==> config.mk <==
export PLATFORM = sky130hd
export DESIGN_NAME = core_sched
export DESIGN_NICKNAME = d
export VERILOG_FILES = /design/src/rtl/core_sched.sv
export SDC_FILE = /design/constraint.sdc
export NUM_CORES = 1
export LEC_CHECK = 0
export CORE_UTILIZATION = 45
export DETAILED_ROUTE_END_ITERATION = 10
export DONT_BUFFER_PORTS = 1
export PLACE_DENSITY = 0.62
export SLEW_MARGIN = 5
export SYNTH_ARGS = -nofsm -noshare
export SYNTH_HDL_FRONTEND = slang
export SYNTH_SLANG_ARGS = --single-unit
==> constraint.sdc <==
create_clock -name clk -period 3.9 [get_ports clk]
set_clock_uncertainty 0.15 [all_clocks]
set_input_delay 0.39 -clock clk [delete_from_list [all_inputs] [get_ports clk]]
set_output_delay 0.39 -clock clk [all_outputs]
set_load 0.02 [all_outputs]
==> src/rtl/core_sched.sv <==
// Thread scheduler: owns the core-enable vector, allocates the lowest free core on fork,
// retires cores on halt and round-robin arbitrates the shared data-memory port.
module core_sched #(
    parameter int NCORES = 4,
    parameter int PTR_W  = 16,
    parameter int PC_W   = 16
) (
    input  logic              clk,
    input  logic              rst,
    input  logic              fork_req,
    input  logic [PTR_W-1:0]  fork_ptr,
    input  logic [PC_W-1:0]   fork_pc,
    output logic              fork_ack,
    input  logic [NCORES-1:0] halt,
    input  logic [NCORES-1:0] mem_req,
    output logic [NCORES-1:0] mem_gnt,
    output logic [NCORES-1:0] core_ens,
    output logic [NCORES-1:0] start_stb,
    output logic [PTR_W-1:0]  start_ptr,
    output logic [PC_W-1:0]   start_pc,
    output logic              idle
);

    localparam int IDX_W = (NCORES > 1) ? $clog2(NCORES) : 1;
    localparam logic [NCORES-1:0] ONE_HOT0 = {{(NCORES-1){1'b0}}, 1'b1};

    typedef enum logic [0:0] {
        F_IDLE  = 1'b0,
        F_START = 1'b1
    } fstate_e;

    fstate_e           state_q, state_d;
    logic [IDX_W-1:0]  idx_q, idx_d;
    logic [IDX_W-1:0]  rr_last_q, rr_last_d;
    logic [NCORES-1:0] core_ens_q, core_ens_d;
    logic [NCORES-1:0] mem_gnt_q, mem_gnt_d;
    logic [NCORES-1:0] start_stb_q, start_stb_d;
    logic [PTR_W-1:0]  start_ptr_q, start_ptr_d;
    logic [PC_W-1:0]   start_pc_q, start_pc_d;
    logic              fork_ack_q, fork_ack_d;
    logic              idle_q, idle_d;
    logic [NCORES-1:0] free_s;
    logic [NCORES-1:0] elig_s;
    logic [NCORES-1:0] pick_s;
    logic [IDX_W-1:0]  sel_idx_s;

    function automatic logic [IDX_W-1:0] lowest_idx(input logic [NCORES-1:0] v);
        lowest_idx = '0;
        for (int i = NCORES - 1; i >= 0; i--) begin
            if (v[IDX_W'(i)]) lowest_idx = IDX_W'(i);
        end
    endfunction

    // Scan starts just past the previous grantee so every requester gets a turn.
    function automatic logic [NCORES-1:0] rr_pick(input logic [NCORES-1:0] v,
                                                  input logic [IDX_W-1:0]  last);
        logic found;
        int   j;
        found   = 1'b0;
        rr_pick = '0;
        for (int k = 1; k <= NCORES; k++) begin
            j = (int'(last) + k) % NCORES;
            if (!found && v[IDX_W'(j)]) begin
                found               = 1'b1;
                rr_pick[IDX_W'(j)]  = 1'b1;
            end
        end
    endfunction

    assign free_s    = ~core_ens_q;
    assign sel_idx_s = lowest_idx(free_s);
    assign elig_s    = mem_req & core_ens_q & ~halt;
    assign pick_s    = rr_pick(elig_s, rr_last_q);

    // Fork FSM state register and all registered outputs.
    always_ff @(posedge clk or posedge rst) begin
        if (rst) begin
            state_q     <= F_IDLE;
            idx_q       <= '0;
            rr_last_q   <= IDX_W'(NCORES - 1);
            core_ens_q  <= ONE_HOT0;
            mem_gnt_q   <= '0;
            start_stb_q <= '0;
            start_ptr_q <= '0;
            start_pc_q  <= '0;
            fork_ack_q  <= 1'b0;
            idle_q      <= 1'b0;
        end else begin
            state_q     <= state_d;
            idx_q       <= idx_d;
            rr_last_q   <= rr_last_d;
            core_ens_q  <= core_ens_d;
            mem_gnt_q   <= mem_gnt_d;
            start_stb_q <= start_stb_d;
            start_ptr_q <= start_ptr_d;
            start_pc_q  <= start_pc_d;
            fork_ack_q  <= fork_ack_d;
            idle_q      <= idle_d;
        end
    end

    // Fork FSM next state: a request stalls while every core is busy.
    always_comb begin
        state_d = state_q;
        case (state_q)
            F_IDLE: begin
                if (fork_req && (|free_s)) state_d = F_START;
                else                       state_d = F_IDLE;
            end
            F_START: state_d = F_IDLE;
            default: state_d = F_IDLE;
        endcase
    end

    // Next values of the registered outputs, fork payload and arbiter.
    always_comb begin
        idx_d       = idx_q;
        fork_ack_d  = 1'b0;
        start_stb_d = '0;
        start_ptr_d = start_ptr_q;
        start_pc_d  = start_pc_q;
        core_ens_d  = core_ens_q & ~halt;
        if (state_q == F_START) begin
            core_ens_d = core_ens_d | (ONE_HOT0 << idx_q);
        end else begin
            core_ens_d = core_ens_d;
        end
        if ((state_q == F_IDLE) && (state_d == F_START)) begin
            idx_d       = sel_idx_s;
            fork_ack_d  = 1'b1;
            start_stb_d = ONE_HOT0 << sel_idx_s;
            start_ptr_d = fork_ptr;
            start_pc_d  = fork_pc;
        end else begin
            idx_d = idx_q;
        end
        if (|(mem_gnt_q & elig_s)) begin
            mem_gnt_d = mem_gnt_q;
            rr_last_d = rr_last_q;
        end else if (|pick_s) begin
            mem_gnt_d = pick_s;
            rr_last_d = lowest_idx(pick_s);
        end else begin
            mem_gnt_d = '0;
            rr_last_d = rr_last_q;
        end
        idle_d = (core_ens_d == '0) && (state_d == F_IDLE);
    end

    assign fork_ack  = fork_ack_q;
    assign mem_gnt   = mem_gnt_q;
    assign core_ens  = core_ens_q;
    assign start_stb = start_stb_q;
    assign start_ptr = start_ptr_q;
    assign start_pc  = start_pc_q;
    assign idle      = idle_q;

endmodule
# Word level (Yosys, flattened, before mapping)
# Cells that the tools add are included.
dict set report classes {
  bitwise 13
  shifts 2
  order_cmp 8
  addsub 4
  mux 37
  reduce_logical 18
}
# operator count
set op_table {}
lappend op_table {{2-to-1 mux 4 bit} 7}
lappend op_table {{2-to-1 mux 1 bit} 17}
lappend op_table {{bitwise AND 4 bit} 4}
lappend op_table {{< comparator 2 x 4 -> 1 bit, second input constant} 4}
lappend op_table {{bitwise OR 4 bit} 4}
lappend op_table {{OR reduction 4 bit} 3}
lappend op_table {{logical AND 1 bit} 10}
lappend op_table {{binary-select mux 1 bit (select 2 bit)} 4}
lappend op_table {{demux 1 bit (select 2 bit)} 4}
lappend op_table {{>= comparator 2 x 1 -> 1 bit, second input constant} 4}
lappend op_table {{2-to-1 mux 2 bit} 4}
lappend op_table {{inverter 4 bit} 2}
lappend op_table {{left shift 1 x 2 -> 4 bit, first input constant} 2}
lappend op_table {{adder 2 x 1 -> 2 bit, second input constant} 2}
lappend op_table {{adder 2 bit, second input constant} 2}
lappend op_table {{zero test 4 bit} 1}
lappend op_table {{zero test 1 bit} 3}
lappend op_table {{inverter 1 bit} 3}
lappend op_table {{case mux 1 bit (2 select lines)} 1}
lappend op_table {{AND reduction 2 bit} 1}
dict set report totals {
  register_bits 51
  in_bits 43
  word_cells 92
  out_inout_bits 46
}

# Depth between registers and ports, before layout
# Gate-level depths: netlist of the first run.
dict set report logic_depth {
  word_depth 17
  mapped_depth 8
  ltp_nobuf 8
}

# Worst setup path before layout of the first run
# Ideal clock, no wire load.
dict set report synth_path {
  path_type {register to register}
  from {register rr_last_q[0]}
  to {register rr_last_q[1]}
  synth_period_minus_slack_ns 2.828
  n_path_buf 0
  path_slack_ns 1.072
  setup_time_ns 0.097
  stages_incl_launch_ff 9
  t_arrival_ns 2.581
  required_ns 3.653
  cell_sequence {dfstp_2 > inv_2 > ha_1 > inv_1 > mux4_2 > nor2_1 > a31oi_1 > a2111o_1 > o41ai_2}
}
dict set report synth_between {
  elab_chain_len 16
  word_cells_on_any_way 55
  classes_between {add/sub: 4; order compare: 8; mux: 28; bitwise: 3; reduce/logical: 12}
}
# item line_no
set synth_lines {}
lappend synth_lines {{start: declaration} 34} ;# logic [IDX_W-1:0] rr_last_q, rr_last_d;
lappend synth_lines {{start signal: assignment} 80} ;# rr_last_q <= IDX_W'(NCORES - 1);
lappend synth_lines {{start signal: assignment} 91} ;# rr_last_q <= rr_last_d;
lappend synth_lines {{parallel branches: the longest is 13 deep, another holds < comparator 2 x 4 -> 1 bit} n/a}
lappend synth_lines {{2-to-1 mux 4 bit *} 63} ;# if (!found && v[IDX_W'(j)]) begin
lappend synth_lines {{OR reduction 4 bit} 140} ;# end else if (|pick_s) begin
lappend synth_lines {{AND reduction 2 bit (no line)} n/a}
# Every way passes the cells marked *. The select of a mux whose other input is x is not followed.
# A chain may end at the register's enable or synchronous reset.

# Final worst setup path of the first run
# Ends and elaborated chain as after synthesis.

==> impl_metrics.yaml, run 1 <==
cts:
  clockRootBuffer: "clkbuf_8"
  cts_tree: "built"
  cts_buffer_depth: 2
  ctsResizeCount: 0
  path_clk_slew_ps: 80
  clk_latency_ps: 290
  clock_sinks: 47
  h-tree-depth: 2
  numCtsBuffers: 5
synth:
  synth_xor_xnor_area_share_pct: 0
  synth_cell_types: 44
  synthAdderAreaFrac_pct: 4.38
  synthArstFlopShare_pct: 100
  syn_area_per_cell_um2: 9.18
  synth_edf_count: 0
  yosys-top-cells-count: "106 x nand2_1, 44 x dfrtp_1, 8 x ha_1, 7 x inv_1, 7 x nor2_1"
  synth_top_family_by_area: "simple AND/OR/NAND/NOR gates"
  synth-compound-area-share_pct: 9.36
  yosysMostFrequentCell: "nand2_1"
  synth_cells: 249
  synth_mux_area_share_pct: 3.39
  synth-seq-cells: 47
  yosysTopAreaCell: "dfrtp_1"
  synth_top_area_share_pct: 48.2
  synth_seq_area_share_pct: 51.6
  synthTopCellsByArea: "dfrtp_1 48%, nand2_1 17%, ha_1 4.4%"
  syn_area_mm2: 0.00229
  yosys.area_share.simple_pct: 28.0
  synth_ff_type: "dfrtp_1"
  synth_warnings: 0
global_route:
  grt_max_degree: 48
  grt_pass1_wl_mm: 7.56
  track_usage_pct: 18.8
  overflow: 0
  grt_pass1_vias: 1560
  antenna_found_initial: 0
die:
  core.rowCount: 25
  core_mm2: 0.00482
  die_w_um: 73.3
  dieArea_mm2: 0.00537
  fp.dieH_um: 73.3
  io_pins: 89
  start_util_pct: 47.5
power_and_ir_drop:
  swShare_pct: 35.1
  combPwrFrac_pct: 17.5
  clockPowerShare_pct: 25.1
  p_leak_nw: 1.25
  power-per-cell-area_mw_per_mm2: 496
  seq_power_share_pct: 57.4
  p_int_uw: 787
  switchingPower_uw: 426
  peakVddDrop_mv: 0.229
  fin_total_pwr_mw: 1.21
cells_and_area:
  fillers: 475
  syn_to_final_growth_pct: 7.12
  antenna_cells: 0
  layout.nets: 302
  drive_above_1_share_pct: 7.14
timing:
  fmax_mhz: 323
  setup_viol: 0
  post-route-period-util_pct: 79.4
  tightest_slew_ps: 967
  maxSlewViolCount: 0
  maxSlewHeadroom_pct: 35.4
  rsz0062_at_grt: "false"
  period_needed_ps: 3100
  hold_violations: 0
  fin_setup_tns_ps: 0
routing:
  routedWlPerCell_um: 15.6
  drt_iter0_markers: 168
  ant_nets: 0
  num_vias: 1710
  finalWirelength_mm: 4.99
  routed_via_density: 5.36
  drc: 0
  first_pass_iters: 4
worst_setup_path:
  reg2reg_from: "rr_last_q[0]$_DFFE_PP1P_"
  crit_end: "rr_last_q[1]$_DFFE_PP1P_"
  required_ps: 3950
  r2r_slack_ps: 800
  rr_worst_depth: 8
  cp-end-kind: "flip-flop"
  critPathLaunch: "rr_last_q[0]$_DFFE_PP1P_"
  critPathArrivalTime_ps: 3150
  reg2reg_to: "rr_last_q[1]$_DFFE_PP1P_"
  critical_path.startpoint_type: "flip-flop"
  critical_path_class: "flip-flop to flip-flop"
  cp_max_fo: 12
placed_design:
  port_buffers: 0
  gp_congestion: 0.956
  dp_hpwl_mm: 3.54
hold_path:
  hold_class: "input pin to flip-flop"
status:
  outcome: "finished clean"
run:
  cap_viol_max_count: 0
## cell families after synthesis
| logic type | after synthesis |
|---|---|
| simple gates | 142 |
| flops | 47 |
| compound gates | 30 |
| buf+inv | 17 |
| fa+ha+maj | 8 |
| mux | 4 |
| other cells | 1 |
## cell type report
class	count	area [um2]	area share, %
Sequential cell	47	1180	48.2
Multi-Input combinational cell	186	1040	42.4
Clock buffer	7	86.3	3.53
Tap cell	67	83.8	3.42
Inverter	9	33.8	1.38
Timing Repair Buffer	2	17.5	0.715
Clock inverter	1	8.76	0.358
## per-layer routing
layer / global-route usage, % / up-vias / wire [um]
li1: - / 834 / -
met1: 24.8 / 781 / 2150
met2: 28.6 / 88 / 2300
met3: 6.86 / 7 / 478
met4: 6.75 / 0 / 59
met5: 0 / - / 0
## sequential cells by signal, summed over array words and instances, names as in the netlist
register	flops
start_pc	16
mem_gnt	4
start_ptr	16
fork_ack	1
idle	1
idx_q	1
rr_last_q	2
core_ens	4
start_stb	2
## power groups by stage
stage | registers [mW] | logic [mW] | clock network, mW
final | 0.697 | 0.212 | 0.305
after CTS | 0.699 | 0.210 | 0.315
after global placement | 0.707 | 0.210 | 0
after global routing | 0.710 | 0.241 | 0.339
after floorplan | 0.687 | 0.174 | 0
after detailed placement | 0.706 | 0.210 | 0
## worst min-delay path by stage
stage | start | to | depth (start not counted)
final | halt[0] | core_ens[0]$_DFF_PP1_ | 1
after global placement | idx_q[0]$_DFFE_PP0P_ | core_ens[0]$_DFF_PP1_ | 1
after detailed placement | idx_q[0]$_DFFE_PP0P_ | core_ens[0]$_DFF_PP1_ | 1
after CTS | halt[3] | core_ens[3]$_DFF_PP0_ | 1
after global routing | fork_pc[7] | start_pc[7]$_DFFE_PP0P_ | 2
after floorplan | idx_q[0]$_DFFE_PP0P_ | core_ens[0]$_DFF_PP1_ | 1
## per-stage QoR
stage / cells / hold slack (ps) / area, um2 / setup slack [ps] / util, %
6_report: 319 / 31.0 / 2450 / 804 / 50.8
3_5_place_dp: 310 / 318 / 2340 / 885 / 48.6
5_1_grt: 319 / 26.7 / 2450 / 662 / 50.8
3_3_place_gp: 310 / 320 / 2340 / 901 / 48.6
2_1_floorplan: 250 / 273 / 2290 / 1070 / -
4_1_cts: 318 / 2.49 / 2440 / 851 / 50.6
## critical path: stages (launching register included)
cell and delay [ps]:
dfstp_2 670, inv_2 150, ha_1 380, inv_1 130, mux4_2 600, nor2_1 130
a31oi_1 80, a2111o_1 420, o41ai_2 290
## timing repair
action                                 in CTS  in global routing
endpoints found under the hold margin       0                  1
buffers inserted                            0                  0
hold buffers                                0                  1
## cells in the final DEF, fill, tap and decap left out, types with 3 or more instances in the layout
cell	instances
clkbuf_8	6
o21ai_0	4
mux4_2	3
nand3b_1	6
nor3_1	4
nor2_1	7
dfstp_2	3
inv_1	6
a31oi_1	4
nand3_1	3
and3b_1	4
ha_1	8
nand2_1	106
a21oi_1	5
dfrtp_1	44
Note: power is estimated with default switching activity, not from simulation.
==> run 2, diff against run 1 <==
--- a/config.mk
+++ b/config.mk
@@ -5,10 +5,11 @@
 export SDC_FILE = /design/constraint.sdc
 export NUM_CORES = 1
 export LEC_CHECK = 0
+export ABC_AREA = 1
 export CORE_UTILIZATION = 45
 export DETAILED_ROUTE_END_ITERATION = 10
 export DONT_BUFFER_PORTS = 1
-export PLACE_DENSITY = 0.62
+export PLACE_DENSITY = 0.64
 export SLEW_MARGIN = 5
 export SYNTH_ARGS = -nofsm -noshare
 export SYNTH_HDL_FRONTEND = slang
==> constraint.sdc (replaced) <==
create_clock -name clk -period 2.52 [get_ports clk]
set_clock_uncertainty 0.15 [all_clocks]
set_input_delay 0.252 -clock clk [delete_from_list [all_inputs] [get_ports clk]]
set_output_delay 0.252 -clock clk [all_outputs]
set_load 0.02 [all_outputs]
==> run 2 against run 1 <==
  * Sequential share of layout area shrank 6.1 points
  * Non-clock buffer count increased by 38
  * Die area shrank 1.3%
  * Synthesized cell count increased by 10%
==> impl_metrics.yaml, run 2 <==
placed_design:
  dpl_worst_slack_ps: 289
  port_buffers: 0
  gp_congestion: 0.825
  placedInstanceArea_mm2: 0.00234
  dp_hpwl_mm: 3.41
timing:
  maxSlewHeadroom_pct: 36.4
  maxSlewViolCount: 0
  setup_viol: 0
  fin_setup_tns_ps: 0
  post-route-period-util_pct: 89.2
  period_needed_ps: 2250
  tightest_slew_ps: 953
  fmax_mhz: 445
  hold_violations: 0
  setup_ws_ps: 272
  rsz0062_at_grt: "false"
status:
  outcome: "finished clean"
global_route:
  grt_pass1_vias: 1939
  grt_max_degree: 48
  grt_pass1_wl_mm: 9.01
  track_usage_pct: 22.3
  overflow: 0
  antenna_found_initial: 0
synth:
  synth_cells: 275
  syn_area_per_cell_um2: 8.20
  synth_cell_types: 28
  synthTopCellsByArea: "dfrtp_1 49%, nand2_1 20%, nand3_1 4.9%"
  synth-seq-cells: 47
  yosys-top-cells-count: "119 x nand2_1, 44 x dfrtp_1, 22 x nand3_1, 20 x inv_1, 11 x nor2_1"
  synth_seq_area_share_pct: 52.3
  synth_ff_type: "dfrtp_1"
  syn_area_mm2: 0.00225
  yosysTopAreaCell: "dfrtp_1"
  synth_warnings: 0
  yosysMostFrequentCell: "nand2_1"
  synthArstFlopShare_pct: 100
  synth_top_area_share_pct: 48.8
  synth_edf_count: 0
worst_setup_path:
  crit_family: "flip-flops"
  rr_worst_depth: 11
  critical_path_class: "flip-flop to flip-flop"
  cp_max_fo: 10
  path_cells: "inv_2, ha_1, inv_1, nand3_4, nand2_4, nor2_2, a21oi_1, nand3_1, nor2_1, nand2_1, a21oi_1"
  cpMostUsedCell: "a21oi_1"
  critical_path.startpoint_type: "flip-flop"
  reg2reg_to: "rr_last_q[1]$_DFFE_PP1P_"
  r2r_slack_ps: 270
  crit_path_top_delay_cell: "dfstp_2"
  cp-end-kind: "flip-flop"
  critPathBufInv: 2
  critPathLaunch: "rr_last_q[1]$_DFFE_PP1P_"
  required_ps: 2580
  reg2reg_from: "rr_last_q[1]$_DFFE_PP1P_"
  critPathArrivalTime_ps: 2310
  cpPeakStageDelay_ps: 640
routing:
  drt_iter0_markers: 81
  finalWirelength_mm: 5.28
  num_vias: 1869
  routedWlPerCell_um: 13.9
  ant_nets: 0
  first_pass_iters: 6
  routed_via_density: 4.91
  drc: 0
die:
  fp.dieH_um: 72.8
  io_pins: 89
  dieArea_mm2: 0.00530
  core_mm2: 0.00479
  start_util_pct: 47.1
  core.rowCount: 25
  die_w_um: 72.8
power_and_ir_drop:
  power-per-cell-area_mw_per_mm2: 787
  clockPowerShare_pct: 23.7
  combPwrFrac_pct: 27.6
  peakVddDrop_mv: 0.448
  switchingPower_uw: 824
  swShare_pct: 37.3
  fin_total_pwr_mw: 2.21
  p_leak_nw: 1.45
  p_int_mw: 1.39
  seq_power_share_pct: 48.7
cts:
  numCtsBuffers: 5
  h-tree-depth: 2
  cts_buffer_depth: 2
  clk_latency_ps: 290
  postCtsSetupBuffers: 0
  cts_tree: "built"
  ctsResizeCount: 0
  clockRootBuffer: "clkbuf_8"
  path_clk_slew_ps: 80
  clock_sinks: 47
hold_path:
  min_from: "halt[1]"
  hold-path-endpoint: "core_ens[1]$_DFF_PP0_"
  min_path_cells: 2
  hold_class: "input pin to flip-flop"
cells_and_area:
  final_common_cell: "nand2_1"
  final_cell_mix: "119 x nand2_1, 44 x dfrtp_1, 36 x dlygate4sd3_1, 22 x nand3_1, 19 x inv_1"
  layout.nets: 365
  fin_area_mm2: 0.00281
  drive_above_1_share_pct: 9.24
  syn_to_final_growth_pct: 24.5
  antenna_cells: 0
run:
  cap_viol_max_count: 0
-- run 2: worst reg2reg max path: stages (launching register included) --
cell and delay (ps):
dfstp_2 640, inv_2 60, ha_1 310, inv_1 120, nand3_4 110, nand2_4 90, nor2_2 70, a21oi_1 140
nand3_1 120, nor2_1 100, nand2_1 80, a21oi_1 170
-- run 2: area by class of cell --
| class | count | area, um2 |
|---|---|---|
| fill | 434 | 1980 |
| multi-input combinational | 197 | 951 |
| timing repair buffer | 40 | 403 |
| tap | 67 | 83.8 |
| inverter | 23 | 86.3 |
| clock buffer | 6 | 72.6 |
| sequential | 47 | 1180 |
| clock inverter | 1 | 30.0 |
-- run 2: per-layer routing --
| layer | track usage, % | wire length [um] |
|---|---|---|
| met1 | 27.5 | 2250 |
| met2 | 37.7 | 2650 |
| met3 | 6.63 | 328 |
| met4 | 6.97 | 53 |
| met5 | 0 | 0 |
-- run 2: worst max path at each step --
stage	end	slack [ps]	cells past startpoint
2_1_floorplan	rr_last_q[0]$_DFFE_PP1P_	400	13
3_3_place_gp	rr_last_q[1]$_DFFE_PP1P_	310	11
3_5_place_dp	rr_last_q[0]$_DFFE_PP1P_	290	13
4_1_cts	rr_last_q[0]$_DFFE_PP1P_	280	13
5_1_grt	rr_last_q[0]$_DFFE_PP1P_	70	13
6_report	rr_last_q[1]$_DFFE_PP1P_	270	11
-- run 2: kinds of logic after synthesis --
logic type	after synthesis	share of synthesized area [%]
buffers and inverters	32	5.66
other	1	0.166
AOI/OAI and AO/OA	19	5.11
and+or+nand+nor	168	32.3
DFF	47	52.3
adders and majority gates	8	4.44
-- run 2: per-stage QoR --
step | cells | hold WS (ps) | utilization, %
2_1_floorplan | 276 | 194 | -
3_3_place_gp | 338 | 200 | 49.0
3_5_place_dp | 338 | 203 | 49.0
4_1_cts | 381 | 73.9 | 58.6
5_1_grt | 381 | 77.7 | 58.6
6_report | 381 | 84.8 | 58.6
-- run 2: power by group through the flow --
stage | clock network [mW] | logic (mW) | registers (mW)
floorplan | 0 | 0.440 | 1.08
global placement | 0 | 0.563 | 1.09
detailed placement | 0 | 0.565 | 1.09
CTS | 0.550 | 0.612 | 1.08
global route | 0.575 | 0.700 | 1.09
finish | 0.524 | 0.610 | 1.08
-- run 2: timing repair --
action / in CTS / in global routing
endpoints found under the setup margin: 0 / 0
hold buffers: 36 / 0
endpoints found under the hold margin: 79 / 0
==> run 3, diff against run 2 <==
--- a/config.mk
+++ b/config.mk
@@ -7,6 +7,7 @@
 export LEC_CHECK = 0
 export ABC_AREA = 1
 export CORE_UTILIZATION = 45
+export CTS_BUF_LIST = sky130_fd_sc_hd__clkbuf_4 sky130_fd_sc_hd__clkbuf_8
 export DETAILED_ROUTE_END_ITERATION = 10
 export DONT_BUFFER_PORTS = 1
 export PLACE_DENSITY = 0.64
==> run 3 against run 2 <==
  * Global-route usage is essentially flat
  * Sequential share of layout area shrank 0.056 points
  * Critical endpoint unchanged
  * Highest routed layer unchanged
  * Wire length grew 0.97%
  * Largest cell class unchanged
  * Clock-buffer cell count is the same
  * Largest power group unchanged
==> impl_metrics.yaml, run 3 (synthesis results as in run 2) <==
timing:
  maxSlewHeadroom_pct: 36.7
  maxSlewViolCount: 0
  tightest_slew_ps: 948
  rsz0062_at_grt: "false"
  setup_ws_ps: 269
  setup_viol: 0
  period_needed_ps: 2250
  fmax_mhz: 444
  post-route-period-util_pct: 89.3
  fin_setup_tns_ps: 0
  hold_violations: 0
cells_and_area:
  final_cell_mix: "119 x nand2_1, 44 x dfrtp_1, 36 x dlygate4sd3_1, 22 x nand3_1, 19 x inv_1"
  drive_above_1_share_pct: 9.55
  layout.nets: 365
  final_common_cell: "nand2_1"
  fin_area_mm2: 0.00281
  antenna_cells: 0
  syn_to_final_growth_pct: 24.6
routing:
  num_vias: 1877
  routedWlPerCell_um: 14.0
  drt_iter0_markers: 117
  drc: 0
  routed_via_density: 4.93
  ant_nets: 0
  first_pass_iters: 4
  finalWirelength_mm: 5.33
cts:
  clockRootBuffer: "clkbuf_8"
  path_clk_slew_ps: 80
  clock_sinks: 47
  ctsResizeCount: 0
  h-tree-depth: 2
  postCtsSetupBuffers: 0
  numCtsBuffers: 5
  clk_latency_ps: 290
  cts_buffer_depth: 2
  cts_tree: "built"
power_and_ir_drop:
  seq_power_share_pct: 48.3
  peakVddDrop_mv: 0.448
  swShare_pct: 37.3
  switchingPower_uw: 831
  p_leak_nw: 1.45
  combPwrFrac_pct: 27.5
  power-per-cell-area_mw_per_mm2: 793
  p_int_mw: 1.40
  clockPowerShare_pct: 24.2
global_route:
  top_usage_layer: "met2"
  grt_max_degree: 48
  grt_pass1_wl_mm: 9.03
  antenna_found_initial: 0
  met2_usage_pct: 36.9
  track_usage_pct: 22.3
  met3_usage_pct: 6.63
  overflow: 0
  grt_pass1_vias: 1935
  grt_util_met1_pct: 28.3
die:
  core.rowCount: 25
  fp.dieH_um: 72.8
  die_w_um: 72.8
  dieArea_mm2: 0.00530
  core_mm2: 0.00479
  io_pins: 89
  start_util_pct: 47.1
worst_setup_path:
  critPathArrivalTime_ps: 2320
  cp_max_fo: 10
  required_ps: 2590
  critical_path_class: "flip-flop to flip-flop"
  critical_path.startpoint_type: "flip-flop"
  cp-end-kind: "flip-flop"
placed_design:
  placedInstanceArea_mm2: 0.00234
  gp_congestion: 0.825
  dpl_worst_slack_ps: 289
  dp_hpwl_mm: 3.41
  port_buffers: 0
hold_path:
  hold_class: "input pin to flip-flop"
status:
  outcome: "finished clean"
run:
  cap_viol_max_count: 0
run 3: worst paths after layout:
kind | to | depth (start not counted) | start | slack (ps)
worst max-delay path | rr_last_q[1]$_DFFE_PP1P_ | 11 | rr_last_q[1]$_DFFE_PP1P_ | 270
worst min-delay path | core_ens[1]$_DFF_PP0_ | 2 | halt[1] | 80
worst max register to register | rr_last_q[1]$_DFFE_PP1P_ | 11 | rr_last_q[1]$_DFFE_PP1P_ | 270
worst min register to register | core_ens[0]$_DFF_PP1_ | 1 | idx_q[0]$_DFFE_PP0P_ | 330
max in group asynchronous | start_stb[0]$_DFF_PP0_ | 2 | rst | 1150
min in group asynchronous | start_pc[7]$_DFFE_PP0P_ | 2 | rst | 480
run 3: critical path: stages, from the launching register on:
cell and delay (ps):
dfstp_2 650, inv_2 60, ha_1 310, inv_1 120, nand3_4 110, nand2_4 90, nor2_2 60, a21oi_1 140
nand3_1 120, nor2_1 100, nand2_1 80, a21oi_1 170
run 3: metrics by stage:
| step | utilization, % | hold slack [ps] | std cells | power, mW |
|---|---|---|---|---|
| 6_report | 58.7 | 81.7 | 381 | 2.23 |
| 5_1_grt | 58.7 | 77.7 | 381 | 2.38 |
| 4_1_cts | 58.7 | 73.9 | 381 | 2.24 |
| 3_5_place_dp | 49.0 | 203 | 338 | 1.65 |
| 3_3_place_gp | 49.0 | 200 | 338 | 1.65 |
| 2_1_floorplan | - | 194 | 276 | 1.52 |
run 3: timing repair:
| action | CTS | global route |
|---|---|---|
| setup endpoints to repair | 0 | 0 |
| hold buffers | 36 | 0 |
| endpoints found under the hold margin | 79 | 0 |
run 3: cell type report:
type	instances	area, um2
clock buffers	6	76.3
clock inverters	1	30.0
fillers	433	1980
inverters	23	86.3
multi-input cells	197	951
flip-flops and latches	47	1180
well taps	67	83.8
repair buffers	40	403
run 3: power groups by stage:
stage	combinational, mW	sequential (mW)	clock [mW]
3_5_place_dp	0.565	1.09	0
6_report	0.612	1.08	0.539
5_1_grt	0.701	1.09	0.589
4_1_cts	0.612	1.08	0.557
2_1_floorplan	0.440	1.08	0
3_3_place_gp	0.563	1.09	0
run 3: routing by layer:
layer / up-vias / share of wire [%]
li1: 932 / -
met1: 882 / 43
met2: 58 / 50
met3: 5 / 5.9
met4: 0 / 1.1
met5: - / 0
